## src/rtl/exec_pkg.sv

```systemverilog
// rtl/exec_pkg.sv - shared types and codes for the string-instruction sequencer
package exec_pkg;

    typedef enum logic [2:0] {
        ST_IDLE,
        ST_CHECK,
        ST_ISSUE,
        ST_WAIT,
        ST_DONE
    } seq_state_e;

    localparam logic [1:0] REP_NONE = 2'd0;
    localparam logic [1:0] REP_E    = 2'd1;
    localparam logic [1:0] REP_NE   = 2'd2;

    localparam logic [1:0] SZ_BYTE  = 2'd0;
    localparam logic [1:0] SZ_WORD  = 2'd1;
    localparam logic [1:0] SZ_DWORD = 2'd2;

    // Size code 3 behaves like a dword.
    function automatic logic [31:0] step_of(input logic [1:0] size);
        case (size)
            SZ_BYTE: step_of = 32'd1;
            SZ_WORD: step_of = 32'd2;
            default: step_of = 32'd4;
        endcase
    endfunction

endpackage

```

## src/rtl/rep_sequencer_if.sv

```systemverilog
// rtl/rep_sequencer_if.sv - instruction, execute and result handshakes of rep_sequencer
interface rep_sequencer_if;
    logic        in_valid;
    logic        in_ready;
    logic [1:0]  in_rep;
    logic        in_is_cmps;
    logic [1:0]  in_size;
    logic        in_df;
    logic [31:0] in_ecx;
    logic [31:0] in_esi;
    logic [31:0] in_edi;
    logic [31:0] in_eip;
    logic [3:0]  in_instr_len;

    logic        exe_valid;
    logic [31:0] exe_esi;
    logic [31:0] exe_edi;
    logic        exe_done;
    logic        exe_zf;

    logic        out_valid;
    logic        out_ready;
    logic [31:0] out_ecx;
    logic [31:0] out_esi;
    logic [31:0] out_edi;
    logic [31:0] out_next_eip;
    logic        out_fault;

    modport slave (
        input  in_valid, in_rep, in_is_cmps, in_size, in_df,
               in_ecx, in_esi, in_edi, in_eip, in_instr_len,
        output in_ready,
        output exe_valid, exe_esi, exe_edi,
        input  exe_done, exe_zf,
        output out_valid, out_ecx, out_esi, out_edi, out_next_eip, out_fault,
        input  out_ready
    );

    modport master (
        output in_valid, in_rep, in_is_cmps, in_size, in_df,
               in_ecx, in_esi, in_edi, in_eip, in_instr_len,
        input  in_ready,
        input  exe_valid, exe_esi, exe_edi,
        output exe_done, exe_zf,
        input  out_valid, out_ecx, out_esi, out_edi, out_next_eip, out_fault,
        output out_ready
    );
endinterface

```

## src/rtl/str_step.sv

```systemverilog
// rtl/str_step.sv - one-element ESI/EDI/ECX update for a string instruction
module str_step
    import exec_pkg::*;
(
    input  logic [31:0] esi,
    input  logic [31:0] edi,
    input  logic [31:0] ecx,
    input  logic [1:0]  size,
    input  logic        df,
    input  logic [1:0]  rep,
    output logic [31:0] esi_next,
    output logic [31:0] edi_next,
    output logic [31:0] ecx_next,
    output logic        ecx_zero
);
    logic [31:0] step;

    always_comb begin
        step     = step_of(size);
        esi_next = df ? (esi - step) : (esi + step);
        edi_next = df ? (edi - step) : (edi + step);
        ecx_next = (rep != REP_NONE) ? (ecx - 32'd1) : ecx;
        ecx_zero = (ecx_next == 32'd0);
    end
endmodule

```

## src/rtl/rep_sequencer.sv

```systemverilog
// rtl/rep_sequencer.sv - REP/REPE/REPNE MOVS/CMPS sequencer; REP_ITER_LIMIT_EN adds an iteration cap
module rep_sequencer
    import exec_pkg::*;
#(
    parameter int MAX_ITERS = 65536
) (
    input  logic           clk,
    input  logic           rst,
    rep_sequencer_if.slave bus
);
    seq_state_e  state;
    logic        in_ready_q;
    logic        exe_valid_q;
    logic        out_valid_q;
    logic        fault_q;
    logic [1:0]  rep_q;
    logic        cmps_q;
    logic [1:0]  size_q;
    logic        df_q;
    logic [31:0] ecx_q;
    logic [31:0] esi_q;
    logic [31:0] edi_q;
    logic [31:0] eip_q;
    logic [3:0]  len_q;
    logic [31:0] next_eip_q;

    logic [31:0] esi_n;
    logic [31:0] edi_n;
    logic [31:0] ecx_n;
    logic        ecx_zero_n;
    logic        terminate;
    logic        limit_hit;

    str_step u_step (
        .esi      (esi_q),
        .edi      (edi_q),
        .ecx      (ecx_q),
        .size     (size_q),
        .df       (df_q),
        .rep      (rep_q),
        .esi_next (esi_n),
        .edi_next (edi_n),
        .ecx_next (ecx_n),
        .ecx_zero (ecx_zero_n)
    );

    // MOVS never looks at ZF; only CMPS under REPE/REPNE can stop early.
    assign terminate = (rep_q == REP_NONE) || ecx_zero_n ||
                       (cmps_q && (rep_q == REP_E)  && !bus.exe_zf) ||
                       (cmps_q && (rep_q == REP_NE) &&  bus.exe_zf);

`ifdef REP_ITER_LIMIT_EN
    logic [31:0] iter_cnt;
    logic [31:0] iter_cnt_n;

    assign iter_cnt_n = iter_cnt + 32'd1;
    assign limit_hit  = (iter_cnt_n >= 32'(MAX_ITERS));

    always_ff @(posedge clk) begin
        if (rst) begin
            iter_cnt <= 32'd0;
        end else if (state == ST_IDLE && in_ready_q && bus.in_valid) begin
            iter_cnt <= 32'd0;
        end else if (state == ST_WAIT && bus.exe_done) begin
            iter_cnt <= iter_cnt_n;
        end
    end
`else
    assign limit_hit = 1'b0;
`endif

    always_ff @(posedge clk) begin
        if (rst) begin
            state       <= ST_IDLE;
            in_ready_q  <= 1'b0;
            exe_valid_q <= 1'b0;
            out_valid_q <= 1'b0;
            fault_q     <= 1'b0;
            rep_q       <= REP_NONE;
            cmps_q      <= 1'b0;
            size_q      <= SZ_BYTE;
            df_q        <= 1'b0;
            ecx_q       <= 32'd0;
            esi_q       <= 32'd0;
            edi_q       <= 32'd0;
            eip_q       <= 32'd0;
            len_q       <= 4'd0;
            next_eip_q  <= 32'd0;
        end else begin
            case (state)
                ST_IDLE: begin
                    if (in_ready_q && bus.in_valid) begin
                        in_ready_q <= 1'b0;
                        fault_q    <= 1'b0;
                        rep_q      <= (bus.in_rep == 2'd3) ? REP_NONE : bus.in_rep;
                        cmps_q     <= bus.in_is_cmps;
                        size_q     <= bus.in_size;
                        df_q       <= bus.in_df;
                        ecx_q      <= bus.in_ecx;
                        esi_q      <= bus.in_esi;
                        edi_q      <= bus.in_edi;
                        eip_q      <= bus.in_eip;
                        len_q      <= bus.in_instr_len;
                        state      <= ST_CHECK;
                    end else begin
                        in_ready_q <= 1'b1;
                    end
                end
                ST_CHECK: begin
                    if (rep_q != REP_NONE && ecx_q == 32'd0) begin
                        next_eip_q  <= eip_q + {28'd0, len_q};
                        out_valid_q <= 1'b1;
                        state       <= ST_DONE;
                    end else begin
                        exe_valid_q <= 1'b1;
                        state       <= ST_ISSUE;
                    end
                end
                ST_ISSUE: begin
                    exe_valid_q <= 1'b0;
                    state       <= ST_WAIT;
                end
                ST_WAIT: begin
                    if (bus.exe_done) begin
                        esi_q <= esi_n;
                        edi_q <= edi_n;
                        ecx_q <= ecx_n;
                        if (terminate) begin
                            next_eip_q  <= eip_q + {28'd0, len_q};
                            out_valid_q <= 1'b1;
                            state       <= ST_DONE;
                        end else if (limit_hit) begin
                            // Faulting leaves EIP on this instruction so it restarts.
                            next_eip_q  <= eip_q;
                            fault_q     <= 1'b1;
                            out_valid_q <= 1'b1;
                            state       <= ST_DONE;
                        end else begin
                            exe_valid_q <= 1'b1;
                            state       <= ST_ISSUE;
                        end
                    end
                end
                ST_DONE: begin
                    if (bus.out_ready) begin
                        out_valid_q <= 1'b0;
                        in_ready_q  <= 1'b1;
                        state       <= ST_IDLE;
                    end
                end
                default: begin
                    state <= ST_IDLE;
                end
            endcase
        end
    end

    assign bus.in_ready     = in_ready_q;
    assign bus.exe_valid    = exe_valid_q;
    assign bus.exe_esi      = esi_q;
    assign bus.exe_edi      = edi_q;
    assign bus.out_valid    = out_valid_q;
    assign bus.out_ecx      = ecx_q;
    assign bus.out_esi      = esi_q;
    assign bus.out_edi      = edi_q;
    assign bus.out_next_eip = next_eip_q;
    assign bus.out_fault    = fault_q;
endmodule

```

## src/flat_wrapper.sv

```systemverilog
// flat-port wrapper written by rule: the top's interface ports become plain ports
module rep_sequencer_flat import exec_pkg::*;
#(
    parameter int MAX_ITERS = 65536
)
  (clk, rst, bus_in_valid, bus_in_rep, bus_in_is_cmps, bus_in_size, bus_in_df, bus_in_ecx, bus_in_esi, bus_in_edi, bus_in_eip, bus_in_instr_len, bus_in_ready, bus_exe_valid, bus_exe_esi, bus_exe_edi, bus_exe_done, bus_exe_zf, bus_out_valid, bus_out_ecx, bus_out_esi, bus_out_edi, bus_out_next_eip, bus_out_fault, bus_out_ready);
  rep_sequencer_if bus_i ();
  input  logic clk;
  input  logic rst;
  input wire logic [$bits(bus_i.in_valid)-1:0] bus_in_valid;
  input wire logic [$bits(bus_i.in_rep)-1:0] bus_in_rep;
  input wire logic [$bits(bus_i.in_is_cmps)-1:0] bus_in_is_cmps;
  input wire logic [$bits(bus_i.in_size)-1:0] bus_in_size;
  input wire logic [$bits(bus_i.in_df)-1:0] bus_in_df;
  input wire logic [$bits(bus_i.in_ecx)-1:0] bus_in_ecx;
  input wire logic [$bits(bus_i.in_esi)-1:0] bus_in_esi;
  input wire logic [$bits(bus_i.in_edi)-1:0] bus_in_edi;
  input wire logic [$bits(bus_i.in_eip)-1:0] bus_in_eip;
  input wire logic [$bits(bus_i.in_instr_len)-1:0] bus_in_instr_len;
  output wire logic [$bits(bus_i.in_ready)-1:0] bus_in_ready;
  output wire logic [$bits(bus_i.exe_valid)-1:0] bus_exe_valid;
  output wire logic [$bits(bus_i.exe_esi)-1:0] bus_exe_esi;
  output wire logic [$bits(bus_i.exe_edi)-1:0] bus_exe_edi;
  input wire logic [$bits(bus_i.exe_done)-1:0] bus_exe_done;
  input wire logic [$bits(bus_i.exe_zf)-1:0] bus_exe_zf;
  output wire logic [$bits(bus_i.out_valid)-1:0] bus_out_valid;
  output wire logic [$bits(bus_i.out_ecx)-1:0] bus_out_ecx;
  output wire logic [$bits(bus_i.out_esi)-1:0] bus_out_esi;
  output wire logic [$bits(bus_i.out_edi)-1:0] bus_out_edi;
  output wire logic [$bits(bus_i.out_next_eip)-1:0] bus_out_next_eip;
  output wire logic [$bits(bus_i.out_fault)-1:0] bus_out_fault;
  input wire logic [$bits(bus_i.out_ready)-1:0] bus_out_ready;
  assign bus_i.in_valid = bus_in_valid;
  assign bus_i.in_rep = bus_in_rep;
  assign bus_i.in_is_cmps = bus_in_is_cmps;
  assign bus_i.in_size = bus_in_size;
  assign bus_i.in_df = bus_in_df;
  assign bus_i.in_ecx = bus_in_ecx;
  assign bus_i.in_esi = bus_in_esi;
  assign bus_i.in_edi = bus_in_edi;
  assign bus_i.in_eip = bus_in_eip;
  assign bus_i.in_instr_len = bus_in_instr_len;
  assign bus_in_ready = bus_i.in_ready;
  assign bus_exe_valid = bus_i.exe_valid;
  assign bus_exe_esi = bus_i.exe_esi;
  assign bus_exe_edi = bus_i.exe_edi;
  assign bus_i.exe_done = bus_exe_done;
  assign bus_i.exe_zf = bus_exe_zf;
  assign bus_out_valid = bus_i.out_valid;
  assign bus_out_ecx = bus_i.out_ecx;
  assign bus_out_esi = bus_i.out_esi;
  assign bus_out_edi = bus_i.out_edi;
  assign bus_out_next_eip = bus_i.out_next_eip;
  assign bus_out_fault = bus_i.out_fault;
  assign bus_i.out_ready = bus_out_ready;
  rep_sequencer #(.MAX_ITERS(MAX_ITERS)) u_core (.clk(clk), .rst(rst), .bus(bus_i));
endmodule
```

## config.mk

```make
export PLATFORM = sky130hd
export DESIGN_NAME = rep_sequencer_flat
export DESIGN_NICKNAME = d
export VERILOG_FILES = /design/src/rtl/exec_pkg.sv /design/src/rtl/rep_sequencer_if.sv /design/src/rtl/str_step.sv /design/src/rtl/rep_sequencer.sv /design/src/flat_wrapper.sv
export SDC_FILE = /design/constraint.sdc
export NUM_CORES = 1
export LEC_CHECK = 0
export BUFFER_PORTS_ARGS = -buffer_cell sky130_fd_sc_hd__buf_2
export CAP_MARGIN = 10
export CORE_MARGIN = 5
export CORE_UTILIZATION = 40
export DETAILED_ROUTE_END_ITERATION = 6
export PLACE_DENSITY = 0.76
export SYNTH_ARGS = -nofsm -noshare
export SYNTH_HDL_FRONTEND = slang
export SYNTH_HIERARCHICAL = 1
export SYNTH_SLANG_ARGS = --single-unit
```

## constraint.sdc

```tcl
create_clock -name clk -period 8.65 [get_ports clk]
set_clock_uncertainty 0.2 [all_clocks]
set_input_delay 0 -clock clk [delete_from_list [all_inputs] [get_ports clk]]
set_output_delay 0 -clock clk [all_outputs]
set_load 0.02 [all_outputs]
```

; ---- Word level (Yosys, flattened, before mapping)
; Index checks and enable logic that the tools add are counted.
; Widths: inputs -> output; s select.
[classes]
addsub = 6
reduce_logical = 28
muxes = 36
n_eq_ne = 15
[op_table]
columns = op, count
row1 = $mux 32, 12
row2 = $pmux 32 s2, 4
row3 = $add 32x32->32, 2
row4 = $logic_not 32->1, 2
row5 = $add 32x4->32, 1
row6 = $sub 32x1->32 const B, 1
row7 = $sub 32x3->32, 1
row8 = $sub 32x32->32, 1
row9 = $mux 3, 5
row10 = $pmux 3 s5, 1
row11 = $mux 1, 9
row12 = $ne 2x2->1 const B, 4
row13 = $reduce_and 4->1, 2
row14 = $reduce_bool 2->1, 4
row15 = $eq 3x2->1 const B, 2
row16 = $logic_and 1x1->1, 6
row17 = $ne 2x1->1 const B, 3
row18 = $pmux 1 s3, 2
row19 = $pmux 3 s2, 1
row20 = $reduce_and 3->1, 2
row21 = $reduce_bool 3->1, 2
row22 = $reduce_and 5->1, 1
row23 = $eq 2x1->1 const B, 2
row24 = $eq 2x2->1 const B, 2
row25 = 9 further kinds, 13
[word_totals]
input_bits = 144
reg_bits = 176
word_cells = 99

; ---- Logic depth before layout (Yosys ltp)
[depth]
ltp_word = 9
depth_mapped = 16
mapped_depth_nobuf = 16

; ---- Hierarchy
; The synthesis kept the hierarchy.
[by_module_without_submodules]
columns = mod, seq_area_each_um2, area_per_inst_um2, cells_each, instances
row1 = rep_sequencer, 3523.4, 8505.7, 1073, 1
row2 = str_step, 0.0, 4062.6, 595, 1

; ---- Worst setup path after synthesis
; No wires, ideal clock.
[synth_timing]
path_kind = register to register
start = register u_core.df_q
end = register u_core.esi_q[28] (netlist: u_core/bus.exe_esi[28])
stages_incl_launch_ff = 15
synth_period_minus_slack_ns = 5.072
required_time_ns = 8.359
slack_ns = 3.578
arrival_ns = 4.781
path_cell_list = dfxtp_1 > buf_1 > mux2_2 > fa_1 > nor4_1 > a41oi_1 > a41oi_1 > o21bai_1 > a21oi_1 > a21boi_0 > a211o_1 > a221oi_1 > xnor2_1 > nand3_1 > a311oi_1
[synth_between]
elab_chain_len = 3
[synth_rtl]
columns = item, line
row1 = start: declaration, rep_sequencer.sv:19  ; logic df_q;
row2 = start signal: assignment, rep_sequencer.sv:98  ; df_q <= bus.in_df;
row3 = $mux 32, str_step.sv:20  ; esi_next = df ? (esi - step) : (esi + step);
row4 = via u_core.esi_n[28], rep_sequencer.sv:27  ; logic [31:0] esi_n;
row5 = $mux 32, rep_sequencer.sv:124  ; if (bus.exe_done) begin
row6 = $pmux 32 s2, rep_sequencer.sv:90  ; case (state)
row7 = end signal: assignment, rep_sequencer.sv:100  ; esi_q <= bus.in_esi;
row8 = end signal: assignment, rep_sequencer.sv:125  ; esi_q <= esi_n;
row9 = end: declaration, rep_sequencer.sv:21  ; logic [31:0] esi_q;
; The timed path passes the listed nets, and every way through them passes these cells. The select of a mux whose other input is x is not followed.
; A chain may end at the register's enable or synchronous reset.

; ---- Worst setup path after layout
[layout_timing]
start = register u_core.ecx_q[6] (netlist: u_core/bus.out_ecx[6])
end = register u_core.next_eip_q[13] (netlist: u_core/bus.out_next_eip[13])
[layout_between]
elab_chain_len = 8
elab_cells_between_ends = 11
classes_between = add/sub: 1 / eq/ne: 2 / mux: 1 / reduce/logical: 7
[layout_rtl]
columns = item, line
row1 = start: declaration, rep_sequencer.sv:20  ; logic [31:0] ecx_q;
row2 = start signal: assignment, rep_sequencer.sv:99  ; ecx_q <= bus.in_ecx;
row3 = start signal: assignment, rep_sequencer.sv:127  ; ecx_q <= ecx_n;
row4 = $sub 32x1->32, str_step.sv:22  ; ecx_next = (rep != REP_NONE) ? (ecx - 32'd1) : ecx;
row5 = $mux 32, str_step.sv:22
row6 = via u_core.ecx_n[26], rep_sequencer.sv:29  ; logic [31:0] ecx_n;
row7 = $logic_not 32->1, str_step.sv:23  ; ecx_zero = (ecx_next == 32'd0);
row8 = via u_core.ecx_zero_n, rep_sequencer.sv:30  ; logic ecx_zero_n;
row9 = $logic_or 1x1->1 (2 in series), rep_sequencer.sv:48  ; assign terminate = (rep_q == REP_NONE) || ecx_zero_n ||
row10 = $logic_or 1x1->1, rep_sequencer.sv:49  ; (cmps_q && (rep_q == REP_E) && !bus.exe_zf) ||
row11 = $ne 2x1->1 (no source line), -
row12 = $reduce_and 4->1 (no source line), -
row13 = end signal: assignment, rep_sequencer.sv:111  ; next_eip_q <= eip_q + {28'd0, len_q};
row14 = end signal: assignment, rep_sequencer.sv:129  ; next_eip_q <= eip_q + {28'd0, len_q};
row15 = end signal: assignment, rep_sequencer.sv:134  ; next_eip_q <= eip_q;
row16 = end: declaration, rep_sequencer.sv:25  ; logic [31:0] next_eip_q;
; The timed path passes the listed nets, and every way through them passes these cells.

==> impl_metrics.toml <==
[drt]
via_per_inst = 5.699
wl_per_cell_um = 16.85
first_iter_violations = 999
drtAntennaViolNets = 0
drc_errors = 0
vias = 13800
first_pass_iters = 5
wl_um = 40820

[clock_network]
cts_buffers = 17
path_clk_slew_ps = 70
cts_sinks = 176
h-tree-depth = 4
cts_buffer_depth = 2
cts_tree = "done"
clkLatencyLatePin_ps = 450
cts-root-buf = "clkbuf_16"

[power_and_ir_drop]
p_per_area_nw_per_um2 = 148.8
leakagePower_uw = 0.007229
p_sw_uw = 798.9
power_uw = 2373
power_frac_clock_pct = 32.9
swShare_pct = 33.66
pwr-share-comb_pct = 27.8
intPower_uw = 1574
p_seq_share_pct = 39.3
vdd_drop_max_v = 0.0001252

[worst_hold_path]
min_to = "u_core/eip_q[20]"
holdPathStages = 4
hold_class = "in2reg"
holdCritStartpoint = "bus_in_eip[20]"

[sta]
hold_viol = 0
finalSetupViolCount = 0
period_minus_slack_ps = 5158
timing.fmax_mhz = 193.9
worstMarginPinSlew_ps = 1141
fin_crit_sh_pct = 59.63
drv_slew = 0
rsz0062_at_grt = "false"
hold_ws_ps = 138.1
max_slew_margin_pct = 23.91
tns_ps = 0

[placed_design]
placed_area_um2 = 13920
dpl.hpwl_um = 27760
portBuffers = 338
gp_congestion = 0.9026

[run_status]
outcome = "complete, no violations"

[synth]
yosys.area.top_type = "dfxtp_1"
syn-num-nets = 1882
synth.top_cell.area_share_pct = 28.03
synth_cell_types = 74
synthArstFlopShare_pct = 0
ys.flop_type = "dfxtp_1"
ys_seq_area_share_pct = 28.03
ys_ff_latch = 176
avgSynthCellArea_um2 = 7.535
syn_area_um2 = 12570
syn_inst = 1668
ys_warn_count = 6
synth_edf_count = 0
synth_common_cells = "nand2_1 (238), dfxtp_1 (176), nor2_1 (161)"
synth.most_common_cell = "nand2_1"
synthTopCellsByArea = "dfxtp_1 (28%), nand2_1 (7.1%), a311oi_1 (7.0%), ha_1 (6.7%), a21oi_1 (4.9%)"

[global_route]
grt_usage_pct = 22.16
grt_max_degree = 100
antenna_found_initial = 0
grt_pass1_wl_um = 65830
grt_pass1_vias = 13170
grt-ovfl-total = 0

[setup_path]
worst-setup-path-type = "reg2reg"
required_ps = 8790
endpoint_kind = "flip-flop"
reg2reg_from = "u_core/bus.out_ecx[6]"
worst-path-max-fanout = 32
worstPathArrival_ps = 5300
start_kind = "flip-flop"
reg2reg_slack_ps = 3490
reg2reg_depth = 13
reg2reg_to = "u_core/bus.out_next_eip[13]"

[final_layout]
nNetsFinal = 2219
final_core_util_pct = 50.94
area_growth_pct = 26.90
post-route-cell-area_um2 = 15950
drive_gt1_share_pct = 20.22

[floorplanning]
die_area_um2 = 35070
initial_utilization_pct = 40.14
die_h_um = 187.3
num_rows = 65
die_x_um = 187.3
core_area_um2 = 31310
design.portCount = 340

[flow_run]
cap_viol_max_count = 0
## cells by family (layout without fill, tap and decap cells)
logic type | Yosys count | after routing | synth area share [%]
other | 1 | 3 | 0.02984
DFF | 176 | 176 | 28.03
adders and majority gates | 70 | 70 | 7.148
buffers and inverters | 210 | 560 | 8.800
AOI/OAI and AO/OA | 393 | 393 | 21.55
muxes | 5 | 5 | 0.4082
and+or+nand+nor | 700 | 700 | 26.09
xor gates and xnor gates | 113 | 113 | 7.934
## through the flow
step	setup slack, ps	std cells
after floorplan	3578	1668
after global placement	3654	2243
after detailed placement	3554	2243
after CTS	3546	2419
after global routing	3295	2420
final	3492	2422
## state kept, by name, indices dropped and copies added (netlist names)
| register | count |
|---|---|
| u_core/rep_q | 2 |
| u_core/bus.exe_edi | 32 |
| u_core/bus.exe_esi | 32 |
| u_core/len_q | 4 |
| u_core/bus.out_next_eip | 32 |
| u_core/bus.in_ready | 1 |
| u_core/size_q | 2 |
| u_core/bus.exe_valid | 1 |
| u_core/state | 3 |
| u_core/df_q | 1 |
| u_core/bus.out_valid | 1 |
| u_core/eip_q | 32 |
| u_core/cmps_q | 1 |
| u_core/bus.out_ecx | 32 |
## power groups by stage
| stage | registers, uW | clock network (uW) | logic, uW |
|---|---|---|---|
| 2_1_floorplan | 984 | 0 | 410 |
| 3_3_place_gp | 947 | 0 | 586 |
| 3_5_place_dp | 951 | 0 | 598 |
| 4_1_cts | 933 | 795 | 652 |
| 5_1_grt | 943 | 822 | 719 |
| 6_report | 933 | 781 | 659 |
## worst max path at each step
stage,start,endpoint,slack (ps),cells after the start
after floorplan,u_core/df_q,u_core/bus.exe_esi[28],3580,14
after global placement,u_core/bus.out_ecx[6],u_core/bus.out_next_eip[13],3650,13
after detailed placement,u_core/bus.out_ecx[6],u_core/bus.out_next_eip[13],3550,13
after CTS,u_core/bus.out_ecx[12],u_core/bus.out_next_eip[13],3550,13
after global routing,u_core/bus.out_ecx[12],u_core/state[1],3290,14
final,u_core/bus.out_ecx[6],u_core/bus.out_next_eip[13],3490,13
## worst max-delay path, cell delays in order, from the launching register on
cell and delay [ps]:
dfxtp_1 380, or4_4 560, or3_1 440, or3_1 450, or4_4 540, or3_4 360, xnor2_2 140, or4b_1 500
nor2_1 200, a211oi_1 130, nor4b_2 280, buf_4 370, nor2_1 130, o311a_1 360
## cells in the final DEF (no fill, tap or decap), types with 4 or more instances in the layout
cell type	count
nand2_1	237
o21bai_1	10
or2_2	5
nor3_1	47
mux2i_1	4
o21a_1	8
inv_1	32
nor4b_1	4
nand4_1	17
a211o_1	4
dlygate4sd3_1	144
clkbuf_16	17
ha_1	67
a311oi_1	101
or4_1	5
and4_1	4
xor2_1	43
buf_2	337
xnor2_1	69
a41oi_1	6
clkbuf_1	5
a21o_1	28
a31oi_1	12
or3_1	11
o21ai_0	38
dfxtp_1	174
a211oi_1	16
nor4_1	31
nand3_1	119
a21oi_1	123
o31ai_1	21
nor2b_1	9
nor2_1	161
buf_4	14
nand3b_1	4
or4_4	5
and3_1	9
nand2b_1	15
## area by class of cell
class,count,area (um^2)
Antenna cell,2,5.005
Clock buffer,24,471.7
Clock inverter,8,106.4
Fill cell,2932,15360
Inverter,33,123.9
Multi-Input combinational cell,1282,7978
Sequential cell,176,3528
Tap cell,402,503.0
Timing Repair Buffer,495,3233
## routing by layer
| layer | vias to the layer above | track usage [%] | share of wire, % |
|---|---|---|---|
| li1 | 6654 | - | - |
| met1 | 6408 | 26.45 | 41 |
| met5 | - | 0 | 0 |
| met2 | 618 | 37.79 | 47 |
| met3 | 123 | 5.543 | 8.0 |
| met4 | 0 | 9.699 | 3.6 |
## repair_timing
item                                   in CTS  in global routing
gates resized for setup                     0                  0
endpoints found under the hold margin     147                  0
hold buffers                              144                  0
buffers inserted                            0                  0
Power figures use the tool's default switching activity.
